$ cat config.mk
export PLATFORM = sky130hd
export DESIGN_NAME = display_scan_ctrl
export DESIGN_NICKNAME = d
export VERILOG_FILES = /design/src/rtl/display_scan_ctrl.sv
export SDC_FILE = /design/constraint.sdc
export NUM_CORES = 1
export LEC_CHECK = 0
export ABC_AREA = 1
export BUFFER_PORTS_ARGS = -buffer_cell sky130_fd_sc_hd__buf_2
export CAP_MARGIN = 10
export CORE_ASPECT_RATIO = 1.1
export CORE_MARGIN = 10
export CORE_UTILIZATION = 50
export CTS_CLUSTER_DIAMETER = 60
export CTS_CLUSTER_SIZE = 20
export DETAILED_ROUTE_END_ITERATION = 7
export MAX_ROUTING_LAYER = met4
export PLACE_DENSITY = 0.72
export SETUP_SLACK_MARGIN = 0.05
export SKIP_CTS_REPAIR_TIMING = 1
export SLEW_MARGIN = 20
export SYNTH_ARGS = -nofsm -noshare
export SYNTH_HDL_FRONTEND = slang
export SYNTH_SLANG_ARGS = --single-unit
$ cat constraint.sdc
create_clock -name clk -period 2.4 [get_ports clk]
set_input_delay 0.12 -clock clk [delete_from_list [all_inputs] [get_ports clk]]
set_output_delay 0.12 -clock clk [all_outputs]
set_load 0.01 [all_outputs]
$ cat src/rtl/display_scan_ctrl.sv
// Time-multiplexed digit scanner; one digit per BLANK+DWELL slot, registered outputs, new values commit at frame wrap.
// Handshake holds value_ready low while a value waits for the wrap; DISPLAY_SCAN_PWM_EN adds brightness PWM gating.
module display_scan_ctrl #(
    parameter int NUM_DIGITS   = 4,
    parameter int DWELL_CYCLES = 50000,
    parameter int BLANK_CYCLES = 500,
    parameter int CNT_W        = 16
) (
    input  logic                    clk,
    input  logic                    rst_n,
    input  logic [4*NUM_DIGITS-1:0] value_in,
    input  logic                    value_valid,
    output logic                    value_ready,
    input  logic                    lz_suppress,
`ifdef DISPLAY_SCAN_PWM_EN
    input  logic [3:0]              brightness,
`endif
    output logic [3:0]              bcd,
    output logic [NUM_DIGITS-1:0]   digit_en,
    output logic                    frame_start
);
    localparam int IDX_W = $clog2(NUM_DIGITS);

    typedef enum logic {ST_BLANK, ST_SHOW} state_t;

    state_t                  state_q, state_d;
    logic [CNT_W-1:0]        cnt_q, cnt_d;
    logic [IDX_W-1:0]        idx_q, idx_d;
    logic [4*NUM_DIGITS-1:0] disp_q, disp_d;
    logic [4*NUM_DIGITS-1:0] pend_q, pend_d;
    logic                    pend_full_q, pend_full_d;
    logic                    ready_q, ready_d;
    logic [3:0]              bcd_q, bcd_d;
    logic [NUM_DIGITS-1:0]   en_q, en_d;
    logic                    frame_q, frame_d;
    logic [NUM_DIGITS-1:0]   sup;
    logic                    zero_above;
    logic                    accept;
    logic                    lit;
`ifdef DISPLAY_SCAN_PWM_EN
    logic [3:0]              pwm_q, pwm_d;
`endif

    always_comb begin
        accept      = value_valid && ready_q;
        state_d     = state_q;
        cnt_d       = cnt_q + CNT_W'(1);
        idx_d       = idx_q;
        disp_d      = disp_q;
        pend_d      = pend_q;
        pend_full_d = pend_full_q;
        // Ready reopens one cycle after a commit empties the pending slot.
        ready_d     = !pend_full_q;
        frame_d     = 1'b0;

        if (accept) begin
            pend_d      = value_in;
            pend_full_d = 1'b1;
            ready_d     = 1'b0;
        end

        case (state_q)
            ST_BLANK: begin
                if (cnt_q == CNT_W'(BLANK_CYCLES - 1)) begin
                    state_d = ST_SHOW;
                    cnt_d   = '0;
                end
            end
            ST_SHOW: begin
                if (cnt_q == CNT_W'(DWELL_CYCLES - 1)) begin
                    state_d = ST_BLANK;
                    cnt_d   = '0;
                    if (idx_q == IDX_W'(NUM_DIGITS - 1)) begin
                        idx_d   = '0;
                        frame_d = 1'b1;
                        if (pend_full_q) begin
                            disp_d      = pend_q;
                            pend_full_d = 1'b0;
                        end
                    end else begin
                        idx_d = idx_q + IDX_W'(1);
                    end
                end
            end
            default: ;
        endcase

        lit = (state_d == ST_SHOW);
`ifdef DISPLAY_SCAN_PWM_EN
        pwm_d = (state_q == ST_SHOW) ? pwm_q + 4'd1 : 4'd0;
        lit   = lit && (pwm_d <= brightness);
`endif

        // Walk from the top digit so zero_above covers this nibble and every one above it.
        bcd_d      = '0;
        en_d       = '0;
        sup        = '0;
        zero_above = 1'b1;
        for (int k = NUM_DIGITS - 1; k >= 0; k--) begin
            zero_above = zero_above && (disp_d[4*k +: 4] == 4'd0);
            sup[k]     = zero_above && (k != 0);
            if (idx_d == IDX_W'(k)) begin
                bcd_d   = disp_d[4*k +: 4];
                en_d[k] = lit && !(lz_suppress && sup[k]);
            end
        end
    end

    always_ff @(posedge clk or negedge rst_n) begin
        if (!rst_n) begin
            state_q     <= ST_BLANK;
            cnt_q       <= '0;
            idx_q       <= '0;
            disp_q      <= '0;
            pend_q      <= '0;
            pend_full_q <= 1'b0;
            ready_q     <= 1'b1;
            bcd_q       <= '0;
            en_q        <= '0;
            frame_q     <= 1'b0;
`ifdef DISPLAY_SCAN_PWM_EN
            pwm_q       <= '0;
`endif
        end else begin
            state_q     <= state_d;
            cnt_q       <= cnt_d;
            idx_q       <= idx_d;
            disp_q      <= disp_d;
            pend_q      <= pend_d;
            pend_full_q <= pend_full_d;
            ready_q     <= ready_d;
            bcd_q       <= bcd_d;
            en_q        <= en_d;
            frame_q     <= frame_d;
`ifdef DISPLAY_SCAN_PWM_EN
            pwm_q       <= pwm_d;
`endif
        end
    end

    assign value_ready = ready_q;
    assign bcd         = bcd_q;
    assign digit_en    = en_q;
    assign frame_start = frame_q;

endmodule

==> results of run 1 <==
power groups by stage:
| stage | Clock, uW | Combinational (uW) | Sequential [uW] |
|---|---|---|---|
| 2_1_floorplan | 0 | 85.4 | 1190 |
| 3_3_place_gp | 0 | 137 | 1200 |
| 3_5_place_dp | 0 | 142 | 1210 |
| 4_1_cts | 790 | 144 | 1190 |
| 5_1_grt | 837 | 185 | 1200 |
| 6_report | 775 | 159 | 1190 |
per-layer routing:
metal,global-route usage,vias up,wire (microns)
li1,-,1133,-
met1,0.164,1039,2800
met2,0.195,52,2720
met3,0.0524,9,269
met4,0.0543,0,97
met5,-,-,0
sequential cells by signal, indices dropped and copies added, names as in the netlist:
name and flops:
value_ready 1, cnt_q 16, idx_q 2, digit_en 4, pend_q 16, disp_q 16
state_q 1, frame_start 1, bcd 4, pend_full_q 1
worst reg2reg max path: cells and delay by family, from the launching register on:
family	cells	cell delay, ns
and+or+nand+nor	10	1.25
DFF	1	0.38
adders and majority gates	1	0.22
AOI/OAI and AO/OA	1	0.07
metrics by stage:
step / power, uW / setup slack (ns) / hold WS [ns]
finish: 2120 / 0.380 / -0.0163
floorplan: 1270 / 0.616 / -0.176
detailed placement: 1350 / 0.410 / 0.198
CTS: 2120 / 0.396 / -0.173
global route: 2220 / 0.206 / 0.00844
global placement: 1340 / 0.481 / 0.198
synth_stat cells:
cell type,number,area (sq um)
nand3_4,1,17.5
nor4_1,1,6.26
nor3_1,5,25.0
o21bai_1,1,7.51
nand2_1,112,420
nor2_4,2,22.5
clkinv_1,1,3.75
nand3_2,1,10.0
o21ai_2,2,17.5
nor2_1,26,97.6
dfrtp_1,61,1530
o21ai_1,1,5.00
nand2_4,1,11.3
a21oi_1,6,30.0
buf_2,1,5.00
nor2_2,7,43.8
inv_1,32,120
dfstp_2,1,26.3
a31oi_1,1,6.26
o21a_1,1,7.51
nand2_2,11,68.8
buf_6,1,11.3
nor3b_1,5,37.5
nand4_1,15,93.8
ha_1,2,25.0
nand3_1,4,20.0
xor2_1,2,17.5
clkbuf_1,3,11.3
o21ai_4,1,16.3
nor2_8,2,40.0
o21ai_0,11,55.1
inv_2,5,18.8
cell families after synthesis:
group	after synthesis	synth area share
and+or+nand+nor	193	0.324
DFF	62	0.550
buffers and inverters	43	0.0602
AOI/OAI and AO/OA	24	0.0514
xor gates and xnor gates	2	0.00620
adders and majority gates	2	0.00886
final cells by class:
cell class                      count  area [sq um]
Timing Repair Buffer               47           318
Sequential cell                    62          1550
Fill cell                         437          2050
Multi-Input combinational cell    221          1100
Clock buffer                       11           141
Clock inverter                      5          25.0
Inverter                           38           143
Tap cell                           75          93.8
path summary, 6_finish.rpt:
check / to / start
max: digit_en[1] / cnt_q[0]
min: pend_q[7] / value_in[7]
max reg2reg: digit_en[1] / cnt_q[0]
min reg2reg: value_ready / pend_full_q
max in group asynchronous: cnt_q[14] / rst_n
min in group asynchronous: digit_en[3] / rst_n
==> results.txt, run 1 <==
- Once layout is complete, the utilization of the core stands at 0.622.
* Clk Tree Root Cell: clkbuf_8
* Final setup violation count: 0
- Final worst path period share: 0.842
- Worst IR drop on VDD: 0.466 mV
- Number of levels in the clock H-tree: 3
- Type of element launching the critical path: register
- Sequential-to-total area share from yosys stat: 0.550
- Register bit total from synthesis: 62
- The die covers 9060 sq um.
- Total nets after synthesis: 348
* Top library cells by usage in the layout, fill and taps aside: nand2_1, dfrtp_1, inv_1
* Avg Vias per Cell: 4.86
- Number of instances in the synthesized netlist: 326
* Arrival time at the worst endpoint: 2.25 ns
- Internal power contribution: 1600 uW
- After detailed routing, the number of remaining DRC violations is 0.
- For the worst-skew pair, the clock arrives at the later sink with an insertion delay of 0.34 ns.
* CP delay by family, top: simple AND/OR/NAND/NOR gates
- Worst hold margin: -0.0163 ns
- Buffering stage count on the worst path with inverters included: 0
- Averaged over all synthesized cells, the footprint is 8.67 sq um.
* Number of antenna violations at the first check in global routing: 0
- Max-cap violations in this run came to 0.
- Antenna viol nets, final: 0
- For this configuration, the core starts out at a cell density of 0.520.
* Most common library cell in the layout ignoring fill and taps: nand2_1
- Part of the power in combinational logic: 0.075
- The tree built by TritonCTS fans out to 62 sinks.
- The final-report hold violation count is 2.
* Total routed wirelength: 5880 microns
* Total Routing Usage GR: 0.135
* Detailed Place HPWL: 4280 microns
* First-iteration detailed-routing DRC count: 119
- The max-slew violation count is 0.
* Cell area after synthesis: 2830 sq um
* Standard-cell rows: 28
- Summed negative setup slack over all endpoints: 0 ns
- Distinct cell type count of the synthesized netlist: 32
* Final weighted congestion in routability-driven placement: 0.906
- Run status: complete, but fails checks
* Clock input transition at the sequential cells of the worst setup and hold paths: 0.06 ns
- Unrepaired setup endpoints after global routing: no
- Type of destination of the critical path: register
- First-pass detailed-route iteration total: 4
* Critical path, cell by cell: ha_1 > nand2_1 > nor2_4 > nand2_2 > nor2_8 > nand3_4 > nand2_1 > nand2_1 > nor2_2 > nand2_1 > nor2_2 > a21oi_1
- The analysis attributes to cell leakage a power of 0.00183 uW.
* Pin slew with the least headroom to its limit: 0.660 ns
- Setup slack on the worst reg-to-reg path comes out at 0.38 ns.
- Total number of yosys warnings: 0
- Measured against its own limit, the worst slew margin works out to 0.560.
- Summed over all nets, the switching power comes to 523 uW.
* Placed cell count: 428
* Largest net degree at the start of global routing: 31
- TritonCTS built the clock tree.
- Tmin final: 2.02 ns
- Clock tree skew after final layout: 0.00685 ns
* Critical path depth in cells: 12
- Ant. Diodes: 0
- Based on the critical path, the design can be clocked at up to 495 MHz.
* Min-Delay Path Depth: 3
- In this design, the stage delay of the slowest critical-path cell is 0.38 ns.
- Final std cells w/o fill: 459
- Core footprint: 5430 sq um
- Post-route cell area: 3380 sq um
- The via count of the first global-routing pass is 2122.
- Global-route wire length before repair: 9570 microns
- The routed layout has 2233 vias.
- Data required time at the worst endpoint: 2.63 ns
- Area post-placement: 3060 sq um
* Area grow syn2layout: 19.5%
- Cts bufs inserted: 9
- The share of total power dissipated in the clock network is 0.365.
* Worst min-delay path class: input pin to register
- The clock passes through at most 2 buffers.
- Buffers added on ports: 29
* Post-layout net count: 401
* Vert. Die Dim: 98.8 microns
* Violations in the final reports: hold timing
- Counting stages on the worst path, the most repeated cell is nand2_1.
* Die X-Extent: 91.7 microns
* Crit Path Category: register to register
- Switching Fraction: 0.246
* Power per cell area: 629 nW/um^2
- Pin placement for this block handled 30 I/O pins.
- Fraction of power consumed by sequential logic: 0.560
* Sum of overflow across all layers after global routing: 0
* Cells on worst reg2reg path: 12
- Fraction of final layout cells with drive strength greater than 1: 0.211
- Average routed wire per standard cell: 12.8 microns
- Slowest-stage cell, CP: dfrtp_1
* Crit-path max FO: 16
(Power assumes the default switching activity.)
==> run 2, diff against run 1 <==
PLACE_DENSITY = 0.74   (was 0.72)
clock period = 1.7 ns   (was 2.4 ns; I/O delays follow)
==> results.txt, run 2 (synthesized netlist as in run 1, its figures left out) <==
* Vert. Die Dim: 98.8 microns (unchanged)
* Clock sink total: 62 (unchanged)
- Die X-Extent: 91.7 microns (unchanged)
* Violations in the final reports: setup timing
- Biggest regs: cnt_q x16, disp_q x16, pend_q x16
- The highest attainable clock frequency is 529 MHz (+6.8%).
- The number of routed nets with antenna violations is 0 (unchanged).
- Die Area: 9060 sq um (unchanged)
- The post-route minimum period was 1.89 ns (-0.129 ns).
- Part of the power in the clock network: 0.476 (+0.111)
- Unrepaired setup endpoints after global routing: yes
* Crit Path Category: register to register
* Cts bufs inserted: 9 (unchanged)
- Reported leakage power: 0.00219 uW (+20%)
- Power per cell area: 903 nW/um^2 (+44%)
* Area taken by flip-flops and latches: 1550 sq um (unchanged)
* Worst IR drop on VDD: 0.580 mV (+24%)
- Clk Tree Root Cell: clkbuf_8
- The post-detailed-route DRC marker count was 0 (unchanged).
- Initial core utilization: 0.520 (unchanged)
* Buffers added on ports: 29 (unchanged)
- Via count of the first global-routing pass: 2378 (+12%)
* Final-layout fill cell count: 352 (-19%)
- Maximum Capacitance Violations: 0 (unchanged)
- The logic gate share of total power is 0.068 (-0.007).
- The H-tree depth reported by CTS was 3 (unchanged).
- Maximum clock insertion buffer count: 2 (unchanged)
* Core footprint: 5430 sq um (unchanged)
- Total number of vias: 2507 (+12%)
- Average routed wire per standard cell: 13.8 microns (+7.9%)
- Fraction of final layout cells with drive strength greater than 1: 0.372 (+0.161)
* CTS tree: done
* Area of the multi-input gates: 1260 sq um (+15%)
- The worst setup slack after layout was -0.191 ns (-0.571 ns).
- The standard-cell row count is 28 (unchanged).
- Global-route wire length before repair: 10500 microns (+9.8%)
* Tightest slew margin relative to the limit: 0.590 (+0.0296)
- Clock tree skew after final layout: 0.0107 ns (+0.00388 ns)
- Final hold violation count: 0 (-2)
- Post-layout net count: 450 (+12%)
- Tracing the worst setup path back leads to its startpoint at cnt_q[0].
- Final std cells w/o fill: 508 (+11%)
- The worst path arrival time came to 2.11 ns (-0.14 ns).
* First-iteration detailed-routing DRC count: 156 (+31%)
* Crit-path max FO: 5 (-11)
- Internal power contribution: 2850 uW (+78%)
* Clock latency at the later pin of the worst-skew pair: 0.35 ns (about the same)
- Launch instance of the worst register-to-register path: cnt_q[0]
- First-pass detailed-route iteration total: 4 (unchanged)
- The final critical-path share of the clock period is 1.11 (+0.271).
- Leaving out fill and tap cells, the most frequent cells in the layout are nand2_1, dfrtp_1, buf_4.
- The routability congestion estimate is 0.829 (-8.5%).
- The aggregate routed wire length came to 7030 microns (+19%).
- Clock input transition at the sequential cells of the worst setup and hold paths: 0.08 ns (+0.02 ns)
- Fraction of power consumed by sequential logic: 0.456 (-0.104)
* Largest net degree at the start of global routing: 32 (+3.2%)
* Type of element launching the critical path: register
- The max-slew violation count came to 0 (unchanged).
* Detailed Place HPWL: 4700 microns (+10%)
- The average via count per standard cell came to 4.94 (+1.4%).
- Total Routing Usage GR: 0.147 (+0.0121)
* Number of primary I/O pins: 30 (unchanged)
- Final setup violation count: 13 (+13)
- The min-delay analysis places its worst path in the category input pin to register.
- Number of antenna violations at the first check in global routing: 0 (unchanged)
- The data required time of the worst path came to 1.92 ns (-0.71 ns).
- Most common library cell in the layout ignoring fill and taps: nand2_1
- The number of placed instances with taps included came to 470 (+9.8%).
* Type of destination of the critical path: register
- Switching pwr: 824 uW (+58%)
- Ant. Diodes: 0 (unchanged)
- The final core area utilization came to 0.749 (+0.127).
* Sum of overflow across all layers after global routing: 0 (unchanged)
* Area grow syn2layout: 43.9%
* Run status: complete, but fails checks
- The worst hold slack across all endpoints was 0.188 ns (+0.205 ns).
- The measured slew at the worst slew-check pin is 0.615 ns (-0.0444 ns).
* Hold Startpoint: value_valid
- The switching part of the total power is 0.224 (-0.0217).
-- run 2: worst max-delay path, cell delays in order (launching register included) --
cell,delay (ns)
dfrtp_1,0.40
ha_4,0.18
nand2_4,0.06
nor2_4,0.14
nand2_4,0.08
nor2_8,0.15
nand3_4,0.13
nand2_1,0.09
nand2_1,0.07
nor2_1,0.15
nand2_2,0.10
nor2_4,0.15
a21oi_1,0.08
-- run 2: stage by stage --
stage	worst slack, ns	cell area, sq um	setup TNS (ns)	total power, uW
after CTS	-0.246	3680	-1.90	3650
after global routing	-0.305	4070	-3.16	3810
after floorplan	-0.0824	2840	-0.162	1800
final	-0.191	4070	-1.20	3670
after detailed placement	-0.202	3420	-1.30	1910
after global placement	-0.144	3420	-0.613	1900
-- run 2: power by group through the flow --
stage	Clock (uW)	Sequential, uW	Combinational, uW
CTS	1770	1670	219
global placement	0	1690	208
global route	1840	1690	288
floorplan	0	1680	121
detailed placement	0	1700	217
finish	1750	1670	250
-- run 2: path summary, 6_finish.rpt --
check / cells past startpoint / slack, ns / to
max in group asynchronous: 3 / 0.84 / disp_q[5]
hold / removal: 5 / 0.19 / pend_q[0]
setup reg to reg: 12 / -0.19 / digit_en[1]
min in group asynchronous: 2 / 0.28 / cnt_q[12]
setup / recovery: 12 / -0.19 / digit_en[1]
hold reg to reg: 1 / 0.47 / value_ready
-- run 2: layout make-up --
type / count / share of cell area
clock inverters: 7 / 0.0357
multi-input cells: 222 / 0.311
flip-flops and latches: 62 / 0.382
inverters: 38 / 0.0369
clock buffers: 9 / 0.0305
well taps: 75 / 0.0231
repair buffers: 95 / 0.181
-- run 2: per-layer routing --
metal,part of all wire,track usage,routed length [microns]
met1,0.44,0.179,3110
met5,0,-,0
met3,0.043,0.0440,303
met4,0.0081,0.0470,57
met2,0.51,0.228,3560
